## src/rtl/dcp_pkg.sv

```systemverilog
`default_nettype none
// ============================================================================
// Module   : dcp_pkg
// Brief    : Shared types and ASCII constants for the DCP receive front end.
// Revision : 1.0 - initial release
// ============================================================================
package dcp_pkg;

    // Scanner FSM state encoding
    typedef enum logic [2:0] {
        ST_IDLE  = 3'd0,
        ST_SKIP  = 3'd1,
        ST_ACCUM = 3'd2,
        ST_DRAIN = 3'd3,
        ST_DONE  = 3'd4
    } state_t;

    localparam logic [7:0] SP  = 8'h20;
    localparam logic [7:0] TAB = 8'h09;
    localparam logic [7:0] CR  = 8'h0D;
    localparam logic [7:0] LF  = 8'h0A;
    localparam logic [7:0] BS  = 8'h08;
    localparam logic [7:0] DEL = 8'h7F;

    localparam logic TYPE_CHAR = 1'b0;
    localparam logic TYPE_HEX  = 1'b1;

    // Digit count value reported once more than eight digits were seen
    localparam logic [3:0] NDIG_OVF = 4'd9;

    function automatic logic is_blank(input logic [7:0] b);
        return (b == SP) || (b == TAB);
    endfunction

    function automatic logic is_eol(input logic [7:0] b);
        return (b == CR) || (b == LF);
    endfunction

endpackage : dcp_pkg
`default_nettype wire

```

## src/rtl/dcp_scan_if.sv

```systemverilog
`default_nettype none
// ============================================================================
// Module   : dcp_scan_if
// Brief    : UART RX byte stream plus DCP request/response bundle.
//            master = UART RX / DCP side, slave = dcp_scan.
// Revision : 1.0 - initial release
// ============================================================================
interface dcp_scan_if;
    logic [7:0]  d_rx;
    logic        vld_rx;
    logic        rdy_rx;
    logic        req_rx;
    logic        type_rx;
    logic        ack_rx;
    logic [31:0] din_rx;
    logic        flag_rx;
    logic        err_rx;
    logic [3:0]  ndig_rx;

    modport master (
        output d_rx, vld_rx, req_rx, type_rx,
        input  rdy_rx, ack_rx, din_rx, flag_rx, err_rx, ndig_rx
    );

    modport slave (
        input  d_rx, vld_rx, req_rx, type_rx,
        output rdy_rx, ack_rx, din_rx, flag_rx, err_rx, ndig_rx
    );
endinterface : dcp_scan_if
`default_nettype wire

```

## src/rtl/dcp_hex_nibble.sv

```systemverilog
`default_nettype none
// ============================================================================
// Module   : dcp_hex_nibble
// Brief    : ASCII hex digit (0-9, a-f, A-F) to 4-bit value decoder.
// Revision : 1.0 - initial release
// ============================================================================
module dcp_hex_nibble (
    input  wire logic [7:0] ascii,
    output logic      [3:0] nibble,
    output logic            valid
);

    // Letters share the low nibble pattern 1..6, so add 9 to reach 10..15
    always_comb begin
        nibble = 4'd0;
        valid  = 1'b0;
        if (ascii >= 8'h30 && ascii <= 8'h39) begin
            nibble = ascii[3:0];
            valid  = 1'b1;
        end else if ((ascii >= 8'h41 && ascii <= 8'h46) ||
                     (ascii >= 8'h61 && ascii <= 8'h66)) begin
            nibble = ascii[3:0] + 4'd9;
            valid  = 1'b1;
        end
    end

endmodule : dcp_hex_nibble
`default_nettype wire

```

## src/rtl/dcp_scan.sv

```systemverilog
`default_nettype none
// ============================================================================
// Module   : dcp_scan
// Brief    : DCP receive front end. Returns one command character or one
//            parsed hex word per request, with line-end/error/digit status.
// Config   : DCP_SCAN_BACKSPACE_EN - BS/DEL erase the last hex digit.
// Revision : 1.0 - initial release
// ============================================================================
module dcp_scan
    import dcp_pkg::*;
(
    input  wire logic   clk,
    input  wire logic   rst_n,
    dcp_scan_if.slave   bus
);

    state_t      state;
    state_t      next_state;
    logic        mode;
    logic [31:0] acc;
    logic [3:0]  cnt;
    logic        rdy;
    logic        ack;
    logic        rdy_next;
    logic        ack_next;
    logic [31:0] din;
    logic        flag;
    logic        err;
    logic [3:0]  ndig;

    logic [7:0]  rx_byte;
    logic [3:0]  nib;
    logic        nib_vld;
    logic        xfer;
    logic        blank;
    logic        eol;
    logic        bs_hit;

    assign rx_byte = bus.d_rx;
    assign xfer    = bus.vld_rx && rdy;
    assign blank   = is_blank(rx_byte);
    assign eol     = is_eol(rx_byte);

`ifdef DCP_SCAN_BACKSPACE_EN
    assign bs_hit = (rx_byte == BS) || (rx_byte == DEL);
`else
    assign bs_hit = 1'b0;
`endif

    dcp_hex_nibble u_nibble (
        .ascii  (rx_byte),
        .nibble (nib),
        .valid  (nib_vld)
    );

    // State register; rdy/ack are registered copies of the next-state decode
    always_ff @(posedge clk or negedge rst_n) begin
        if (!rst_n) begin
            state <= ST_IDLE;
            rdy   <= 1'b0;
            ack   <= 1'b0;
        end else begin
            state <= next_state;
            rdy   <= rdy_next;
            ack   <= ack_next;
        end
    end

    // Next-state logic; a dropped request aborts any scanning state
    always_comb begin
        next_state = state;
        case (state)
            ST_IDLE: begin
                if (bus.req_rx) next_state = ST_SKIP;
            end
            ST_SKIP: begin
                if (!bus.req_rx) begin
                    next_state = ST_IDLE;
                end else if (xfer && !blank && !bs_hit) begin
                    if (mode == TYPE_CHAR) begin
                        if (!eol) next_state = ST_DONE;
                    end else if (nib_vld) begin
                        next_state = ST_ACCUM;
                    end else if (eol) begin
                        next_state = ST_DONE;
                    end else begin
                        next_state = ST_DRAIN;
                    end
                end
            end
            ST_ACCUM: begin
                if (!bus.req_rx) begin
                    next_state = ST_IDLE;
                end else if (xfer && !nib_vld && !bs_hit) begin
                    if (blank || eol) next_state = ST_DONE;
                    else              next_state = ST_DRAIN;
                end
            end
            ST_DRAIN: begin
                if (!bus.req_rx)     next_state = ST_IDLE;
                else if (xfer && eol) next_state = ST_DONE;
            end
            ST_DONE:  next_state = ST_IDLE;
            default:  next_state = ST_IDLE;
        endcase
    end

    // Output decode of the upcoming state (registered in the state process)
    always_comb begin
        rdy_next = 1'b0;
        ack_next = 1'b0;
        case (next_state)
            ST_SKIP, ST_ACCUM, ST_DRAIN: rdy_next = 1'b1;
            ST_DONE:                     ack_next = 1'b1;
            default: ;
        endcase
    end

    // Accumulator, digit count and result registers
    always_ff @(posedge clk or negedge rst_n) begin
        if (!rst_n) begin
            mode <= TYPE_CHAR;
            acc  <= 32'd0;
            cnt  <= 4'd0;
            din  <= 32'd0;
            flag <= 1'b0;
            err  <= 1'b0;
            ndig <= 4'd0;
        end else begin
            case (state)
                ST_IDLE: begin
                    if (bus.req_rx) begin
                        mode <= bus.type_rx;
                        acc  <= 32'd0;
                        cnt  <= 4'd0;
                    end
                end
                ST_SKIP: begin
                    if (bus.req_rx && xfer && !blank && !bs_hit) begin
                        if (mode == TYPE_CHAR) begin
                            if (!eol) begin
                                din  <= {24'd0, rx_byte};
                                flag <= 1'b0;
                                err  <= 1'b0;
                                ndig <= 4'd0;
                            end
                        end else if (nib_vld) begin
                            acc <= {acc[27:0], nib};
                            cnt <= 4'd1;
                        end else if (eol) begin
                            din  <= 32'd0;
                            flag <= 1'b1;
                            err  <= 1'b0;
                            ndig <= 4'd0;
                        end
                    end
                end
                ST_ACCUM: begin
                    if (bus.req_rx && xfer) begin
                        if (nib_vld) begin
                            acc <= {acc[27:0], nib};
                            cnt <= (cnt == NDIG_OVF) ? NDIG_OVF : cnt + 4'd1;
                        end else if (bs_hit) begin
                            // Erase the newest digit; an overflowed high digit stays lost
                            if (cnt != 4'd0) begin
                                acc <= {4'd0, acc[31:4]};
                                cnt <= cnt - 4'd1;
                            end
                        end else if (blank || eol) begin
                            din  <= acc;
                            flag <= eol;
                            err  <= 1'b0;
                            ndig <= cnt;
                        end
                    end
                end
                ST_DRAIN: begin
                    if (bus.req_rx && xfer && eol) begin
                        din  <= 32'd0;
                        flag <= 1'b1;
                        err  <= 1'b1;
                        ndig <= 4'd0;
                    end
                end
                default: ;
            endcase
        end
    end

    assign bus.rdy_rx  = rdy;
    assign bus.ack_rx  = ack;
    assign bus.din_rx  = din;
    assign bus.flag_rx = flag;
    assign bus.err_rx  = err;
    assign bus.ndig_rx = ndig;

endmodule : dcp_scan
`default_nettype wire
```

## src/flat_wrapper.sv

```systemverilog
// flat-port wrapper written by rule: the top's interface ports become plain ports
module dcp_scan_flat import dcp_pkg::*;
  (clk, rst_n, bus_d_rx, bus_vld_rx, bus_req_rx, bus_type_rx, bus_rdy_rx, bus_ack_rx, bus_din_rx, bus_flag_rx, bus_err_rx, bus_ndig_rx);
  dcp_scan_if bus_i ();
  input  wire logic clk;
  input  wire logic rst_n;
  input wire logic [$bits(bus_i.d_rx)-1:0] bus_d_rx;
  input wire logic [$bits(bus_i.vld_rx)-1:0] bus_vld_rx;
  input wire logic [$bits(bus_i.req_rx)-1:0] bus_req_rx;
  input wire logic [$bits(bus_i.type_rx)-1:0] bus_type_rx;
  output wire logic [$bits(bus_i.rdy_rx)-1:0] bus_rdy_rx;
  output wire logic [$bits(bus_i.ack_rx)-1:0] bus_ack_rx;
  output wire logic [$bits(bus_i.din_rx)-1:0] bus_din_rx;
  output wire logic [$bits(bus_i.flag_rx)-1:0] bus_flag_rx;
  output wire logic [$bits(bus_i.err_rx)-1:0] bus_err_rx;
  output wire logic [$bits(bus_i.ndig_rx)-1:0] bus_ndig_rx;
  assign bus_i.d_rx = bus_d_rx;
  assign bus_i.vld_rx = bus_vld_rx;
  assign bus_i.req_rx = bus_req_rx;
  assign bus_i.type_rx = bus_type_rx;
  assign bus_rdy_rx = bus_i.rdy_rx;
  assign bus_ack_rx = bus_i.ack_rx;
  assign bus_din_rx = bus_i.din_rx;
  assign bus_flag_rx = bus_i.flag_rx;
  assign bus_err_rx = bus_i.err_rx;
  assign bus_ndig_rx = bus_i.ndig_rx;
  dcp_scan u_core (.clk(clk), .rst_n(rst_n), .bus(bus_i));
endmodule
```

## config.mk

```make
export PLATFORM = sky130hd
export DESIGN_NAME = dcp_scan_flat
export DESIGN_NICKNAME = d
export VERILOG_FILES = /design/src/rtl/dcp_pkg.sv /design/src/rtl/dcp_scan_if.sv /design/src/rtl/dcp_hex_nibble.sv /design/src/rtl/dcp_scan.sv /design/src/flat_wrapper.sv
export SDC_FILE = /design/constraint.sdc
export NUM_CORES = 1
export LEC_CHECK = 0
export ABC_AREA = 1
export BUFFER_PORTS_ARGS = -buffer_cell sky130_fd_sc_hd__buf_2
export CORE_MARGIN = 3
export CORE_UTILIZATION = 55
export DETAILED_ROUTE_END_ITERATION = 16
export MAX_ROUTING_LAYER = met4
export PLACE_DENSITY_LB_ADDON = 0.15
export SLEW_MARGIN = 20
export SYNTH_ARGS = -nofsm -noshare
export SYNTH_HDL_FRONTEND = slang
export SYNTH_SLANG_ARGS = --single-unit
```

## constraint.sdc

```tcl
create_clock -name clk -period 1.8 [get_ports clk]
set_input_delay 0.27 -clock clk [delete_from_list [all_inputs] [get_ports clk]]
set_output_delay 0.27 -clock clk [all_outputs]
set_load 0.01 [all_outputs]
```

==> flow_metrics.tcl, run 1 <==
set metrics [dict create \
    dp_cells 702 \
    skew_ns 0.004517 \
    synth_area_mm2 0.004197 \
    use_met1_pct 31.04 \
    grt.overflow.total 0 \
    clk_pin_slew_worst_paths_ns 0.08 \
    ff2ff_setup_slack_ns 0.10 \
    hp-start "bus_type_rx" \
    slew_headroom_pct 68.37 \
    dieWidth_um 93.35 \
    max_freq_ghz 0.5884 \
    wl_per_cell_um 13.12 \
    antenna_found_initial 0 \
    hp-class "primary input to flop" \
    grt_util_all_layers_pct 22.83 \
    grtUsageMet2_pct 35.50 \
    yosysUniqueCellTypes 26 \
    grt_max_degree 39 \
    gp_congestion 0.8897 \
    syn_area_per_cell_um2 7.589 \
    drt_iter0_drc 238 \
    use_met3_pct 2.977 \
    via_count 3745 \
    preCtsSetupSlack_ns -0.1310 \
    drv_slew 0 \
    fp.dieH_um 93.35 \
    min_path_cells 3 \
    worstSkewPairLatency_ns 0.34 \
    fin_nets 637 \
    critPathLaunchType "flop" \
    htreeDepth 3 \
    p_comb_share_pct 42.5 \
    critPathArrivalTime_ns 1.93 \
    r2r_end "u_core.acc[30]$_DFFE_PN0P_" \
    syn_to_final_growth_pct 18.57 \
    grt.busiest_layer "met2" \
    drcViolationCount 0 \
    yosysWarningCount 0 \
    synth_top_area_share_pct 47.70 \
    setup_viol_count_final 0 \
    finalCritPeriodShare_pct 94.41 \
    drive_above_1_share_pct 20.10 \
    hpwl_um 6472 \
    total_leakage_power_nw 2.574 \
    min_to "u_core.mode$_DFFE_PN0P_" \
    holdWs_ns 0.1832 \
    worst_pin_slew_ns 0.4744 \
    ir_drop_mv 0.7631 \
    period_needed_ns 1.699 \
    drv_cap 0 \
    p_clk_share_pct 22.5 \
    cp.required_ns 2.03 \
    pwr_density_cell_mw_per_mm2 1190 \
    ys_ff_latch 80 \
    rows 31 \
    cts_buffers 9 \
    syn_nets 573 \
    crit_type "flop to flop" \
    clk_path_buf_depth 2 \
    cp-end-kind "flop" \
    ios 53 \
    cts-root-buf "clkbuf_8" \
    yosys.area.top_type "dfrtp_1" \
    grt_pass1_vias 3370 \
    grt_pass1_wl_um 15520 \
    critPathMaxStageDelay_ns 0.44 \
    outcome "complete, no violations" \
    r2r_cells 10 \
    diodes 0 \
    switching_share_pct 39.81 \
    internal-power_mw 3.563 \
    worst_slack_ns 0.1005 \
    syn_inst 553 \
    fin_cells 721 \
    yosysSeqAreaShare_pct 47.70 \
    dieArea_mm2 0.008714 \
    io_buffers 52 \
    pwr-share-seq_pct 35.0 \
    placed_cell_area_mm2 0.004691 \
    crit_slowest_cell "dfrtp_2" \
    clock_sink_count 80 \
    cp_max_fo 16 \
    cts_tree "done" \
    p_sw_mw 2.357 \
    post-cts-setup-buffers 0 \
    final_area_mm2 0.004976 \
    firstDrtPassIters 4 \
    postRouteWirelength_um 9463 \
    yosys-top-cells-area "dfrtp_1 48%, nand2_1 18%, nand4_1 5.8%" \
    hold_viol_final 0 \
    core_mm2 0.007331 \
    start_util_pct 57.25 \
    ant_nets 0 \
    power.total_mw 5.920 \
    crit_chain "inv_2, nand2_2, nor2_4, inv_2, nand2_2, buf_6, nand2_1, nand3_4, clkbuf_16, o21ai_0" \
    viasPerCell 5.194 \
    rr_startpoint "u_core.state[2]$_DFF_PN0_" \
]
cell usage after synthesis:
cell type / n
o22ai_1: 1
nand3_2: 3
nor2_1: 46
nand4_1: 39
o21ai_1: 1
nand3_1: 20
o21ai_0: 38
ha_1: 7
o21ai_2: 8
nand2_2: 3
xor2_1: 3
a21oi_1: 5
nor2_2: 1
dfrtp_1: 80
buf_2: 13
clkinv_1: 1
nor2_4: 2
buf_6: 5
nand2_1: 204
inv_2: 7
nand3b_1: 2
buf_4: 3
nor3_1: 2
clkbuf_1: 9
inv_1: 49
a21boi_0: 1
cell families (layout without fill, tap and decap cells):
| logic type | after synthesis | after routing | synth area share, % |
|---|---|---|---|
| simple gates | 322 | 322 | 33.01 |
| buf+inv | 87 | 156 | 9.332 |
| flops | 80 | 80 | 47.70 |
| compound gates | 54 | 54 | 7.245 |
| fa+ha+maj | 7 | 7 | 2.087 |
| xor+xnor | 3 | 3 | 0.6262 |
final cells by class:
| cell class | count | area (um2) |
|---|---|---|
| Clock buffer | 12 | 145.1 |
| Clock inverter | 4 | 53.80 |
| Fill cell | 623 | 2355 |
| Inverter | 57 | 214.0 |
| Multi-Input combinational cell | 386 | 1822 |
| Sequential cell | 80 | 2006 |
| Tap cell | 99 | 123.9 |
| Timing Repair Buffer | 83 | 611.8 |
per-stage QoR:
stage               setup TNS (ns)  util (%)
global placement            -1.319     63.99
global route              -0.03641     67.88
CTS                              0     66.84
detailed placement          -6.493     63.99
floorplan                        0         -
finish                           0     67.88
repair_timing:
action	CTS	global route
hold buffers	1	0
hold endpoints to repair	33	0
endpoints found under the setup margin	0	42
gates resized for setup	0	8
power groups by stage:
| stage | Combinational [mW] | Clock [mW] | Sequential, mW |
|---|---|---|---|
| after floorplan | 1.52 | 0 | 2.12 |
| after global placement | 2.21 | 0 | 2.10 |
| after detailed placement | 2.23 | 0 | 2.10 |
| after CTS | 2.24 | 1.36 | 2.07 |
| after global routing | 2.78 | 1.43 | 2.09 |
| final | 2.52 | 1.33 | 2.07 |
critical path, delay by kind of cell, from the launching register on:
family	cells	cell delay, ns
compound gates	1	0.08
simple gates	5	0.55
flops	1	0.44
buf+inv	4	0.50
worst max-delay path by stage:
stage / startpoint / endpoint / slack (ns) / cells after the start
floorplan: bus_d_rx[0] / u_core.cnt[3]$_DFFE_PN0P_ / 0.20 / 13
global placement: bus_d_rx[0] / u_core.acc[4]$_DFFE_PN0P_ / -0.04 / 13
detailed placement: bus_d_rx[0] / u_core.acc[18]$_DFFE_PN0P_ / -0.13 / 13
CTS: u_core.state[1]$_DFF_PN0_ / u_core.acc[18]$_DFFE_PN0P_ / 0.03 / 8
global route: u_core.state[1]$_DFF_PN0_ / u_core.acc[30]$_DFFE_PN0P_ / -0.03 / 8
finish: u_core.state[2]$_DFF_PN0_ / u_core.acc[30]$_DFFE_PN0P_ / 0.10 / 10
layer usage:
layer / part of all wire [%] / vias to the layer above / wire length [um]
li1: - / 1881 / -
met1: 47 / 1758 / 4468
met2: 47 / 92 / 4433
met3: 4.5 / 14 / 428
met4: 1.4 / 0 / 133
met5: 0 / - / 0
layout by cell type, fill, tap and decap left out, types with 3 or more instances in the layout:
master	instances
a21oi_1	5
buf_12	6
buf_2	51
buf_4	22
clkbuf_8	10
dfrtp_1	77
dfrtp_2	3
ha_1	7
inv_1	49
inv_2	8
nand2_1	204
nand2_2	3
nand3_1	20
nand4_1	39
nor2_1	46
o21ai_0	38
o21ai_2	8
xor2_1	3
registers in the layout, summed over array words and instances (netlist names):
register and count:
u_core.bus.ndig_rx 4, u_core.acc 32, u_core.bus.rdy_rx 1, u_core.cnt 4, u_core.bus.din_rx 32, u_core.mode 1
u_core.bus.ack_rx 1, u_core.bus.err_rx 1, u_core.bus.flag_rx 1, u_core.state 3
(Power assumes the default switching activity.)
==> inputs of run 2 (changes only) <==
GPL_ROUTABILITY_DRIVEN = 0   (was unset)
RECOVER_POWER = 50   (was unset)
==> run 2 against run 1 <==
  * Clock power fell by 9.8%
  * Flip-flop and latch count unchanged
  * Hold slack lost 0.015 ns
  * Die area unchanged
  * Clock skew grew 0.0030 ns
  * Final cell count down 0.28%
  * Total power shrank 3.0%
  * Sequential share of layout area grew 0.62 points
==> flow_metrics.tcl, run 2 (synthesis results as in run 1) <==
set metrics [dict create \
    outcome "complete, no violations" \
    finalCritPeriodShare_pct 94.57 \
    clk_path_buf_depth 2 \
    use_met3_pct 3.379 \
    final_cell_mix "204 x nand2_1, 78 x dfrtp_1, 49 x inv_1" \
    clock_sink_count 80 \
    drt_iter0_drc 231 \
    diodes 0 \
    fp.dieH_um 93.35 \
    syn_to_final_growth_pct 16.70 \
    switching_share_pct 41.62 \
    grt_pass1_wl_um 15550 \
    grt_util_all_layers_pct 23.09 \
    period_needed_ns 1.702 \
    cts_tree "done" \
    dieArea_mm2 0.008714 \
    critPathMaxStageDelay_ns 0.46 \
    cts_buffers 9 \
    worst_pin_slew_ns 0.8839 \
    viasPerCell 5.197 \
    p_sw_mw 2.389 \
    hp-class "primary input to flop" \
    hold_viol_final 0 \
    internal-power_mw 3.352 \
    grtUsageMet2_pct 37.28 \
    power.total_mw 5.741 \
    use_met1_pct 30.03 \
    slew_headroom_pct 41.07 \
    postRouteWirelength_um 9450 \
    setup_viol_count_final 0 \
    critPathLaunchType "flop" \
    p_clk_share_pct 20.9 \
    grt_max_degree 62 \
    fin_nets 635 \
    core_mm2 0.007331 \
    drv_cap 0 \
    max_freq_ghz 0.5874 \
    ios 53 \
    post-cts-setup-buffers 0 \
    grt.busiest_layer "met2" \
    hpwl_um 6370 \
    wl_per_cell_um 13.14 \
    pwr-share-seq_pct 36.0 \
    cp-end-kind "flop" \
    total_leakage_power_nw 2.472 \
    fillCellCount 652 \
    critPathArrivalTime_ns 1.93 \
    holdWs_ns 0.1679 \
    io_buffers 52 \
    ant_nets 0 \
    pwr_density_cell_mw_per_mm2 1172 \
    p_comb_share_pct 43.1 \
    htreeDepth 3 \
    dieWidth_um 93.35 \
    cp.required_ns 2.03 \
    start_util_pct 57.25 \
    drive_above_1_share_pct 16.77 \
    via_count 3737 \
    cts-root-buf "clkbuf_8" \
    rows 31 \
    clk_pin_slew_worst_paths_ns 0.08 \
    cpMostUsedCell "nand2_1" \
    drv_slew 0 \
    worstSkewPairLatency_ns 0.35 \
    grt_pass1_vias 3459 \
    crit_type "flop to flop" \
    antenna_found_initial 0 \
    cp_max_fo 30 \
    preCtsSetupSlack_ns -0.1262 \
    final_common_cell "nand2_1" \
    crit_slowest_cell "dfrtp_2" \
    grt.overflow.total 0 \
    crit_chain "nand2_2, nor2_4, nand2_1, nand2_1, nor3_4, nand3_4, clkbuf_16, nand2_1, o21ai_0" \
    firstDrtPassIters 5 \
    ir_drop_mv 0.6846 \
    worst_slack_ns 0.09772 \
    drcViolationCount 0 \
    skew_ns 0.007503 \
]
==> run 2: final cells by class <==
| cell class | count | area, um2 | share of cell area, % |
|---|---|---|---|
| Sequential cell | 80 | 2004 | 40.93 |
| Timing Repair Buffer | 81 | 553.0 | 11.29 |
| Multi-Input combinational cell | 386 | 1822 | 37.20 |
| Clock buffer | 10 | 137.6 | 2.810 |
| Inverter | 57 | 214.0 | 4.369 |
| Clock inverter | 6 | 42.54 | 0.8687 |
| Tap cell | 99 | 123.9 | 2.529 |
==> run 2: worst paths after layout <==
kind                                                    from                           endpoint  cells past startpoint  slack (ns)
setup / recovery                   u_core.state[1]$_DFF_PN0_          u_core.acc[6]$_DFFE_PN0P_                      9         0.1
hold / removal                                   bus_type_rx            u_core.mode$_DFFE_PN0P_                      3        0.17
setup reg to reg                   u_core.state[1]$_DFF_PN0_          u_core.acc[6]$_DFFE_PN0P_                      9         0.1
hold reg to reg            u_core.bus.ndig_rx[2]$_DFFE_PN0P_  u_core.bus.ndig_rx[2]$_DFFE_PN0P_                      2        0.47
max in group asynchronous                              rst_n  u_core.bus.din_rx[30]$_DFFE_PN0P_                      3        0.39
min in group asynchronous                              rst_n        u_core.bus.rdy_rx$_DFF_PN0_                      2        0.57
==> run 2: metal layers <==
layer	vias up	wire, um
met5	-	0
met4	0	136
met3	10	505
met2	106	4465
met1	1737	4343
li1	1884	-
==> run 2: repair_timing <==
item / 4_1_cts / 5_1_grt
setup endpoints to repair: 0 / 35
endpoints found under the hold margin: 31 / 0
hold buffers: 1 / 0
gates resized for setup: 0 / 8
==> run 2: stage by stage <==
stage	utilization [%]	cells	cell area [um2]	TNS, ns
5_1_grt	66.80	719	4897	-0.0008520
4_1_cts	66.21	717	4853	0
3_3_place_gp	63.61	700	4663	-6.077
3_5_place_dp	63.61	700	4663	-7.274
2_1_floorplan	-	553	4197	0
6_report	66.80	719	4897	0
==> run 2: power by group through the flow <==
stage | sequential (mW) | clock [mW] | combinational (mW)
floorplan | 2.12 | 0 | 1.52
global placement | 2.09 | 0 | 2.14
detailed placement | 2.09 | 0 | 2.17
CTS | 2.06 | 1.24 | 2.19
global route | 2.08 | 1.31 | 2.72
finish | 2.07 | 1.20 | 2.47
==> run 2: worst max-delay path: cells and delay by family (launching register included) <==
| family | cells | cell delay, ns |
|---|---|---|
| flip-flops | 1 | 0.46 |
| AND/OR/NAND/NOR | 7 | 0.82 |
| AO/OA/AOI/OAI | 1 | 0.07 |
| buffers and inverters | 1 | 0.24 |
